File: src/rtl/decode_queue.sv
// RV32I/RV64I decode stage: decodes fetch words combinationally and buffers the
// decoded records in a DEPTH-entry FIFO so execute stalls do not back up fetch.
module decode_queue #(
  parameter int XLEN  = 32,
  parameter int ILEN  = 32,
  parameter int DEPTH = 2
) (
  input  logic                       clk,
  input  logic                       reset_n,
  input  logic                       flush,
  input  logic                       in_valid,
  output logic                       in_ready,
  input  logic [ILEN-1:0]            in_instr,
  input  logic [XLEN-1:0]            in_pc,
  output logic                       out_valid,
  input  logic                       out_ready,
  output logic [XLEN-1:0]            out_pc,
  output logic [6:0]                 out_opcode,
  output logic [4:0]                 out_rd,
  output logic [4:0]                 out_rs1,
  output logic [4:0]                 out_rs2,
  output logic [2:0]                 out_funct3,
  output logic [6:0]                 out_funct7,
  output logic [2:0]                 out_fmt,
  output logic [XLEN-1:0]            out_imm,
  output logic                       out_illegal,
  output logic [$clog2(DEPTH):0]     occupancy
);

  localparam int PW = $clog2(DEPTH);
  localparam int OW = PW + 1;
  localparam logic [OW-1:0] DEPTH_OCC = OW'(DEPTH);

  typedef enum logic [2:0] {
    FMT_R   = 3'd0,
    FMT_I   = 3'd1,
    FMT_S   = 3'd2,
    FMT_B   = 3'd3,
    FMT_U   = 3'd4,
    FMT_J   = 3'd5,
    FMT_ILL = 3'd6
  } fmt_e;

  typedef enum logic [6:0] {
    OP_LUI    = 7'b0110111,
    OP_AUIPC  = 7'b0010111,
    OP_JAL    = 7'b1101111,
    OP_JALR   = 7'b1100111,
    OP_LOAD   = 7'b0000011,
    OP_IMM    = 7'b0010011,
    OP_FENCE  = 7'b0001111,
    OP_SYSTEM = 7'b1110011,
    OP_STORE  = 7'b0100011,
    OP_BRANCH = 7'b1100011,
    OP_REG    = 7'b0110011
  } opcode_e;

  typedef struct packed {
    logic [XLEN-1:0] pc;
    logic [6:0]      opcode;
    logic [4:0]      rd;
    logic [4:0]      rs1;
    logic [4:0]      rs2;
    logic [2:0]      funct3;
    logic [6:0]      funct7;
    fmt_e            fmt;
    logic [XLEN-1:0] imm;
    logic            illegal;
  } entry_t;

  entry_t          dec;
  logic [XLEN-1:0] imm_i, imm_s, imm_b, imm_j, imm_u;

  entry_t          mem_q [DEPTH];
  entry_t          mem_d [DEPTH];
  logic [PW-1:0]   wr_ptr_q, wr_ptr_d;
  logic [PW-1:0]   rd_ptr_q, rd_ptr_d;
  logic [OW-1:0]   occ_q, occ_d;
  logic            push, pop;
  entry_t          head;

  // Signed casts replicate instr[31] up to XLEN, covering U on RV64 as well.
  always_comb begin
    imm_i = XLEN'($signed(in_instr[31:20]));
    imm_s = XLEN'($signed({in_instr[31:25], in_instr[11:7]}));
    imm_b = XLEN'($signed({in_instr[31], in_instr[7], in_instr[30:25],
                           in_instr[11:8], 1'b0}));
    imm_j = XLEN'($signed({in_instr[31], in_instr[19:12], in_instr[20],
                           in_instr[30:21], 1'b0}));
    imm_u = XLEN'($signed({in_instr[31:12], 12'b0}));
  end

  always_comb begin
    dec         = '0;
    dec.pc      = in_pc;
    dec.opcode  = in_instr[6:0];
    dec.rd      = in_instr[11:7];
    dec.rs1     = in_instr[19:15];
    dec.rs2     = in_instr[24:20];
    dec.funct3  = in_instr[14:12];
    dec.funct7  = in_instr[31:25];
    dec.fmt     = FMT_ILL;
    dec.imm     = '0;
    dec.illegal = 1'b1;
    if (in_instr[1:0] == 2'b11) begin
      dec.illegal = 1'b0;
      case (in_instr[6:0])
        OP_LUI, OP_AUIPC: begin
          dec.fmt = FMT_U;
          dec.imm = imm_u;
        end
        OP_JAL: begin
          dec.fmt = FMT_J;
          dec.imm = imm_j;
        end
        OP_JALR, OP_LOAD, OP_IMM, OP_FENCE, OP_SYSTEM: begin
          dec.fmt = FMT_I;
          dec.imm = imm_i;
        end
        OP_STORE: begin
          dec.fmt = FMT_S;
          dec.imm = imm_s;
        end
        OP_BRANCH: begin
          dec.fmt = FMT_B;
          dec.imm = imm_b;
        end
        OP_REG: begin
          dec.fmt = FMT_R;
        end
        default: begin
          dec.fmt     = FMT_ILL;
          dec.illegal = 1'b1;
        end
      endcase
    end
  end

  assign in_ready  = (occ_q < DEPTH_OCC);
  assign out_valid = (occ_q != '0);
  assign push      = in_valid && in_ready && !flush;
  assign pop       = out_valid && out_ready;

  always_comb begin
    mem_d    = mem_q;
    wr_ptr_d = wr_ptr_q;
    rd_ptr_d = rd_ptr_q;
    occ_d    = occ_q;
    if (flush) begin
      wr_ptr_d = '0;
      rd_ptr_d = '0;
      occ_d    = '0;
    end else begin
      if (push) begin
        mem_d[wr_ptr_q] = dec;
        wr_ptr_d        = wr_ptr_q + PW'(1);
      end
      if (pop) begin
        rd_ptr_d = rd_ptr_q + PW'(1);
      end
      case ({push, pop})
        2'b10:   occ_d = occ_q + OW'(1);
        2'b01:   occ_d = occ_q - OW'(1);
        default: occ_d = occ_q;
      endcase
    end
  end

  // Storage is cleared on reset so the head reads as zeros rather than X.
  always_ff @(posedge clk) begin
    if (!reset_n) begin
      for (int unsigned i = 0; i < DEPTH; i++) begin
        mem_q[i] <= '0;
      end
      wr_ptr_q <= '0;
      rd_ptr_q <= '0;
      occ_q    <= '0;
    end else begin
      mem_q    <= mem_d;
      wr_ptr_q <= wr_ptr_d;
      rd_ptr_q <= rd_ptr_d;
      occ_q    <= occ_d;
    end
  end

  assign head        = mem_q[rd_ptr_q];
  assign out_pc      = head.pc;
  assign out_opcode  = head.opcode;
  assign out_rd      = head.rd;
  assign out_rs1     = head.rs1;
  assign out_rs2     = head.rs2;
  assign out_funct3  = head.funct3;
  assign out_funct7  = head.funct7;
  assign out_fmt     = head.fmt;
  assign out_imm     = head.imm;
  assign out_illegal = head.illegal;
  assign occupancy   = occ_q;

  a_no_push_full: assert property (@(posedge clk) disable iff (!reset_n)
    push |-> (occ_q != DEPTH_OCC));
  a_no_pop_empty: assert property (@(posedge clk) disable iff (!reset_n)
    pop |-> (occ_q != '0));
  a_occ_bound: assert property (@(posedge clk) disable iff (!reset_n)
    occ_q <= DEPTH_OCC);

endmodule

File: config.mk
export PLATFORM = sky130hd
export DESIGN_NAME = decode_queue
export DESIGN_NICKNAME = d
export VERILOG_FILES = /design/src/rtl/decode_queue.sv
export SDC_FILE = /design/constraint.sdc
export NUM_CORES = 1
export LEC_CHECK = 0
export ABC_AREA = 0
export CORE_MARGIN = 2
export CORE_UTILIZATION = 28
export CTS_BUF_LIST = sky130_fd_sc_hd__clkbuf_8
export CTS_CLUSTER_DIAMETER = 100
export DETAILED_ROUTE_END_ITERATION = 12
export HOLD_SLACK_MARGIN = 0.02
export PLACE_DENSITY = 0.6
export SLEW_MARGIN = 20
export SYNTH_ARGS = -nofsm -noshare
export SYNTH_HDL_FRONTEND = slang
export SYNTH_SLANG_ARGS = --single-unit
File: constraint.sdc
create_clock -name clk -period 4.8 [get_ports clk]
set_input_delay 1.44 -clock clk [delete_from_list [all_inputs] [get_ports clk]]
set_output_delay 1.44 -clock clk [all_outputs]
set_load 0.005 [all_outputs]
==> impl_metrics.ini, run 1 <==
[grt]
track_usage = 0.157
grt-ovfl-total = 0
grt_max_degree = 114
antenna_found_initial = 1
grt_pass1_wl_mm = 41.6
grt_pass1_vias = 7549

[setup_path]
max_stage_delay_ns = 0.77
r2r_start = occupancy[1]
required_ns = 3.36
critPathCaptureType = primary output
rrSetupSlack_ns = 2.63
cp-start-kind = register
crit_slowest_cell = dfxtp_4
ff2ff_path_depth = 4
reg2reg_to = mem_q[109]
critPathKind = reg2out
crit_chain = buf_12 > mux2_2 > clkdlybuf4s50_1
crit_path_max_fanout = 40
cp.arrival_ns = 2.52

[final_layout]
fillerInstances = 3123
nets = 1244
synthToLayoutAreaGrowth_pct = 32.3
drive_above_1_share = 0.154
fin_util = 0.376
antenna_cells = 0

[power]
power.leakage_uw = 0.00407
ir_drop_mv = 0.233
cellPowerDensity_nw_per_um2 = 327

[yosys]
syn-num-nets = 1100
avgSynthCellArea_um2 = 8.47
synth_edf_count = 0
synth_warnings = 0
synthTopCellsByArea = dfxtp_1 (47%), mux2_2 (13%), nand2_1 (13%)
synthFlopType = dfxtp_1
synth_top_area_share = 0.468
yosys.area.top_type = dfxtp_1
syn_inst = 1030
synth_area_um2 = 8720
synthArstFlopShare = 0
synth.distinct_cells = 48
ys_ff_latch = 204
ys_seq_area_frac = 0.468

[detailed_routing]
wl_met2_mm = 12.3
top_layer_used = met5
dr.pass1.iters = 5
ant_nets = 0
vias = 7776
wl_mm = 26.4
drc_errors = 0
route.met3.wl_mm = 1.71
routed_via_density = 4.89
wl_met1_mm = 11.9
drt_iter0_drc = 438
wire_per_inst_um = 16.6

[die]
dieArea_um2 = 32600
initial_core_util = 0.284
core-area_um2 = 30700
die_h_um = 180
rows = 64
die_w_um = 180
ios = 173

[placement]
numPortBuffers = 172
gp_congestion = 0.803
dp_hpwl_mm = 16.9
pre_cts_slack_ns = 0.866

[cts]
htreeDepth = 2
cts_tree = built
clkTransAtPathRegs_ns = 0.06
cts_resized = 0
hold_buffers = 0
cts_setup_buffers = 0
numCtsBuffers = 38
clk_latency_ns = 0.52
cts_root_buf = clkbuf_8
clockBufferDepth = 3
cts_sinks = 204

[timing]
slew_violations = 0
max-slew-margin-rel = 0.384
period_share = 0.824
hold_viol = 0
fin_ws_ns = 0.845
finalCriticalPeriod_ns = 3.96
timing.fmax_ghz = 0.253
hold_ws_ns = 0.449
tightestPinTransition_ns = 0.925
setup_tns_ns = 0
rsz0062_at_grt = no
skew_ns = 0.0147
final-setup-viol-count = 0

[status]
status = finished, final reports clean

[hold_path]
hold_class = reg2reg
hold_depth = 2
holdPathEnd = mem_q[32]
min-delay-start = mem_q[32]

[run]
drv_cap = 0
==> through the flow <==
stage	total power, uW	std cells	instance area (um^2)
3_3_place_gp	2200	1530	10800
2_1_floorplan	1980	1030	8720
5_1_grt	3950	1590	11500
6_report	3770	1590	11500
3_5_place_dp	2200	1530	10800
4_1_cts	3830	1590	11500
==> registers in the layout (all words and copies together), names as in the netlist <==
register	count
mem_q	200
occupancy	2
rd_ptr_q	1
wr_ptr_q	1
==> layout by cell type (no fill, tap or decap), types with 8 or more instances in the layout <==
cell type and instances:
mux2_2 101, buf_4 13, nand2_1 292, nor2_1 8, dfxtp_1 203, inv_1 22
a31oi_1 43, a22o_1 12, nand3_1 8, o21ai_0 51, a21oi_1 141, clkbuf_8 49
clkdlybuf4s50_1 171, o221ai_1 8
==> power by group <==
group | internal, uW | switching, uW
Clock | 902 | 707
Sequential | 1740 | 23.9
Combinational | 198 | 201
Total | 2840 | 932
==> cells in the mapped netlist (2+ instances only) <==
| cell | n |
|---|---|
| nor2b_1 | 3 |
| xor2_1 | 2 |
| o41ai_1 | 5 |
| o211ai_1 | 5 |
| nand4_1 | 2 |
| o21ai_0 | 51 |
| or2_2 | 3 |
| nand2_1 | 292 |
| a2111oi_4 | 2 |
| a21oi_1 | 141 |
| o22ai_1 | 2 |
| nand4bb_1 | 3 |
| clkbuf_1 | 65 |
| a22o_1 | 12 |
| buf_2 | 17 |
| nor2_1 | 8 |
| nand2b_1 | 3 |
| o21ai_1 | 2 |
| and2_1 | 3 |
| xnor2_1 | 3 |
| a31oi_1 | 43 |
| dfxtp_1 | 204 |
| nor4bb_1 | 2 |
| buf_1 | 3 |
| o221ai_1 | 8 |
| a211o_1 | 2 |
| inv_1 | 14 |
| nand3_1 | 8 |
| mux2_2 | 101 |
| a211oi_1 | 2 |
| o32ai_1 | 2 |
==> worst max-delay path by stage <==
stage / slack (ns) / from / endpoint / cells after the start
2_1_floorplan: 1.95 / in_instr[3] / mem_q[10] / 5
3_3_place_gp: 0.92 / in_instr[4] / mem_q[113] / 5
3_5_place_dp: 0.87 / in_instr[4] / mem_q[18] / 5
4_1_cts: 0.81 / rd_ptr_q / out_illegal / 3
5_1_grt: 0.75 / rd_ptr_q / out_pc[16] / 3
6_report: 0.84 / rd_ptr_q / out_illegal / 3
==> critical path: cells and delay by family (launching register included) <==
kind / cells / cell delay (ns)
buf+inv: 2 / 0.78
flops: 1 / 0.77
mux: 1 / 0.41
==> cells by family after synthesis <==
| kind of cell | synth area share |
|---|---|
| flops | 0.468 |
| buf+inv | 0.0455 |
| compound gates | 0.191 |
| xor+xnor | 0.00502 |
| fa+ha+maj | 0.00143 |
| mux | 0.130 |
| simple gates | 0.158 |
==> metal layers <==
metal,GRT usage,vias up
met4,0.0423,2
met1,0.202,3636
met5,0,-
met3,0.0408,38
met2,0.260,254
li1,-,3846
==> final cells by class <==
type / count / area, um^2 / share of cell area
multi-input cells: 726 / 4280 / 0.371
repair buffers: 189 / 1890 / 0.164
well taps: 396 / 495 / 0.0429
flip-flops and latches: 204 / 4090 / 0.354
clock buffers: 49 / 674 / 0.0584
inverters: 15 / 58.8 / 0.00510
clock inverters: 11 / 47.5 / 0.00412
Note: power is estimated with default switching activity, not from simulation.
==> inputs of run 2 (changes only) <==
==> constraint.sdc (replaced) <==
create_clock -name clk -period 3.75 [get_ports clk]
set_input_delay 1.125 -clock clk [delete_from_list [all_inputs] [get_ports clk]]
set_output_delay 1.125 -clock clk [all_outputs]
set_load 0.005 [all_outputs]
==> run 2 against run 1 <==
- combinational power is 30% higher
- register-to-register slack worse by 0.95 ns
- critical path depth stayed put
- count of clock-buffer cells in the layout is 7 lower
- cell count is 0.63% higher
- largest power group unchanged
- global-route usage is 0.094 points higher
==> impl_metrics.ini, run 2 (synthesis results as in run 1) <==
[status]
status = finished, final reports clean

[grt]
grt_pass1_wl_mm = 41.8
antenna_found_initial = 1
grt_max_degree = 81
track_usage = 0.158
grt-ovfl-total = 0
grt_pass1_vias = 7562

[placement]
dp_hpwl_mm = 16.9
numPortBuffers = 172
pre_cts_slack_ns = 0.250
gp_congestion = 0.825

[detailed_routing]
wl_mm = 26.5
routed_via_density = 4.91
ant_nets = 0
drc_errors = 0
wire_per_inst_um = 16.6
vias = 7849
dr.pass1.iters = 5
drt_iter0_drc = 472

[die]
dieArea_um2 = 32600
initial_core_util = 0.284
core-area_um2 = 30700
die_w_um = 180
rows = 64
ios = 173
die_h_um = 180

[cts]
cts_sinks = 204
clkTransAtPathRegs_ns = 0.05
numCtsBuffers = 38
htreeDepth = 2
cts_root_buf = clkbuf_8
clockBufferDepth = 3
hold_buffers = 0
clk_latency_ns = 0.53
cts_tree = built
cts_resized = 0
cts_setup_buffers = 0

[final_layout]
largest_reg_flops = 200
regMostFlops = mem_q
fillerInstances = 3181
final_common_cell = nand2_1
nets = 1251
multiInputGateArea_um2 = 4280
final_cell_mix = nand2_1 (292), dfxtp_1 (203), clkdlybuf4s50_1 (171)
ff_latch_area_um2 = 4090
drive_above_1_share = 0.157
synthToLayoutAreaGrowth_pct = 32.8

[timing]
hold_viol = 0
skew_ns = 0.0113
rsz0062_at_grt = no
timing.fmax_ghz = 0.292
final-setup-viol-count = 0
slew_violations = 0
finalCriticalPeriod_ns = 3.42
setup_tns_ns = 0
hold_ws_ns = 0.449
period_share = 0.912
fin_ws_ns = 0.328
max-slew-margin-rel = 0.397
tightestPinTransition_ns = 0.904

[setup_path]
cp.arrival_ns = 2.30
cp-start-kind = register
crit_path_max_fanout = 39
critPathKind = reg2out
required_ns = 2.62
critPathCaptureType = primary output

[power]
cellPowerDensity_nw_per_um2 = 408
power.leakage_uw = 0.00412
ir_drop_mv = 0.210

[run]
drv_cap = 0

[hold_path]
hold_class = reg2reg
[run 2: cell count changes in the layout (fill, tap and decap cells not counted)]
cell	previous run	this run
buf_12	4	7
buf_4	13	17
clkbuf_8	49	42
clkinv_2	2	5
clkinvlp_4	1	0
diode_2	0	1
inv_1	22	27
inv_6	0	2
o21ai_1	2	1
o21ai_2	0	1
[run 2: cell type report]
type | instances | area share
Antenna cell | 1 | 0.000216
Clock buffer | 42 | 0.0499
Clock inverter | 20 | 0.00789
Inverter | 15 | 0.00508
Multi-Input combinational cell | 726 | 0.370
Sequential cell | 204 | 0.353
Tap cell | 396 | 0.0428
Timing Repair Buffer | 196 | 0.171
[run 2: power by group]
group	total (uW)	leakage, uW	internal, uW	switching [uW]
sequential	2260	0.00166	2230	28.9
combinational	519	0.00206	261	259
clock	1950	0.000400	1020	928
total	4730	0.00412	3510	1220
[run 2: metrics by stage]
stage,instance area [um^2],utilization,cells,power (uW)
2_1_floorplan,8720,-,1030,2540
3_3_place_gp,10900,0.356,1537,2820
3_5_place_dp,10900,0.356,1537,2830
4_1_cts,11600,0.377,1599,4800
5_1_grt,11600,0.378,1599,4960
6_report,11600,0.378,1600,4730
[run 2: layer usage]
metal,GRT usage,vias up,wire length [um]
li1,-,3876,-
met2,0.253,215,12200
met1,0.207,3710,12000
met5,0,-,13
met4,0.0477,2,571
met3,0.0424,46,1740
[run 2: path summary, 6_finish.rpt]
kind	slack [ns]	cells past startpoint	to	startpoint
max reg2reg	1.68	4	mem_q[107]	occupancy[1]
min	0.45	2	mem_q[70]	mem_q[70]
max	0.33	3	out_imm[31]	rd_ptr_q
min reg2reg	0.45	2	mem_q[70]	mem_q[70]
[run 2: worst max-delay path, cell delays in order, from the launching register on]
cell and delay, ns:
dfxtp_4 0.58, buf_12 0.31, mux2_2 0.37, clkdlybuf4s50_1 0.50
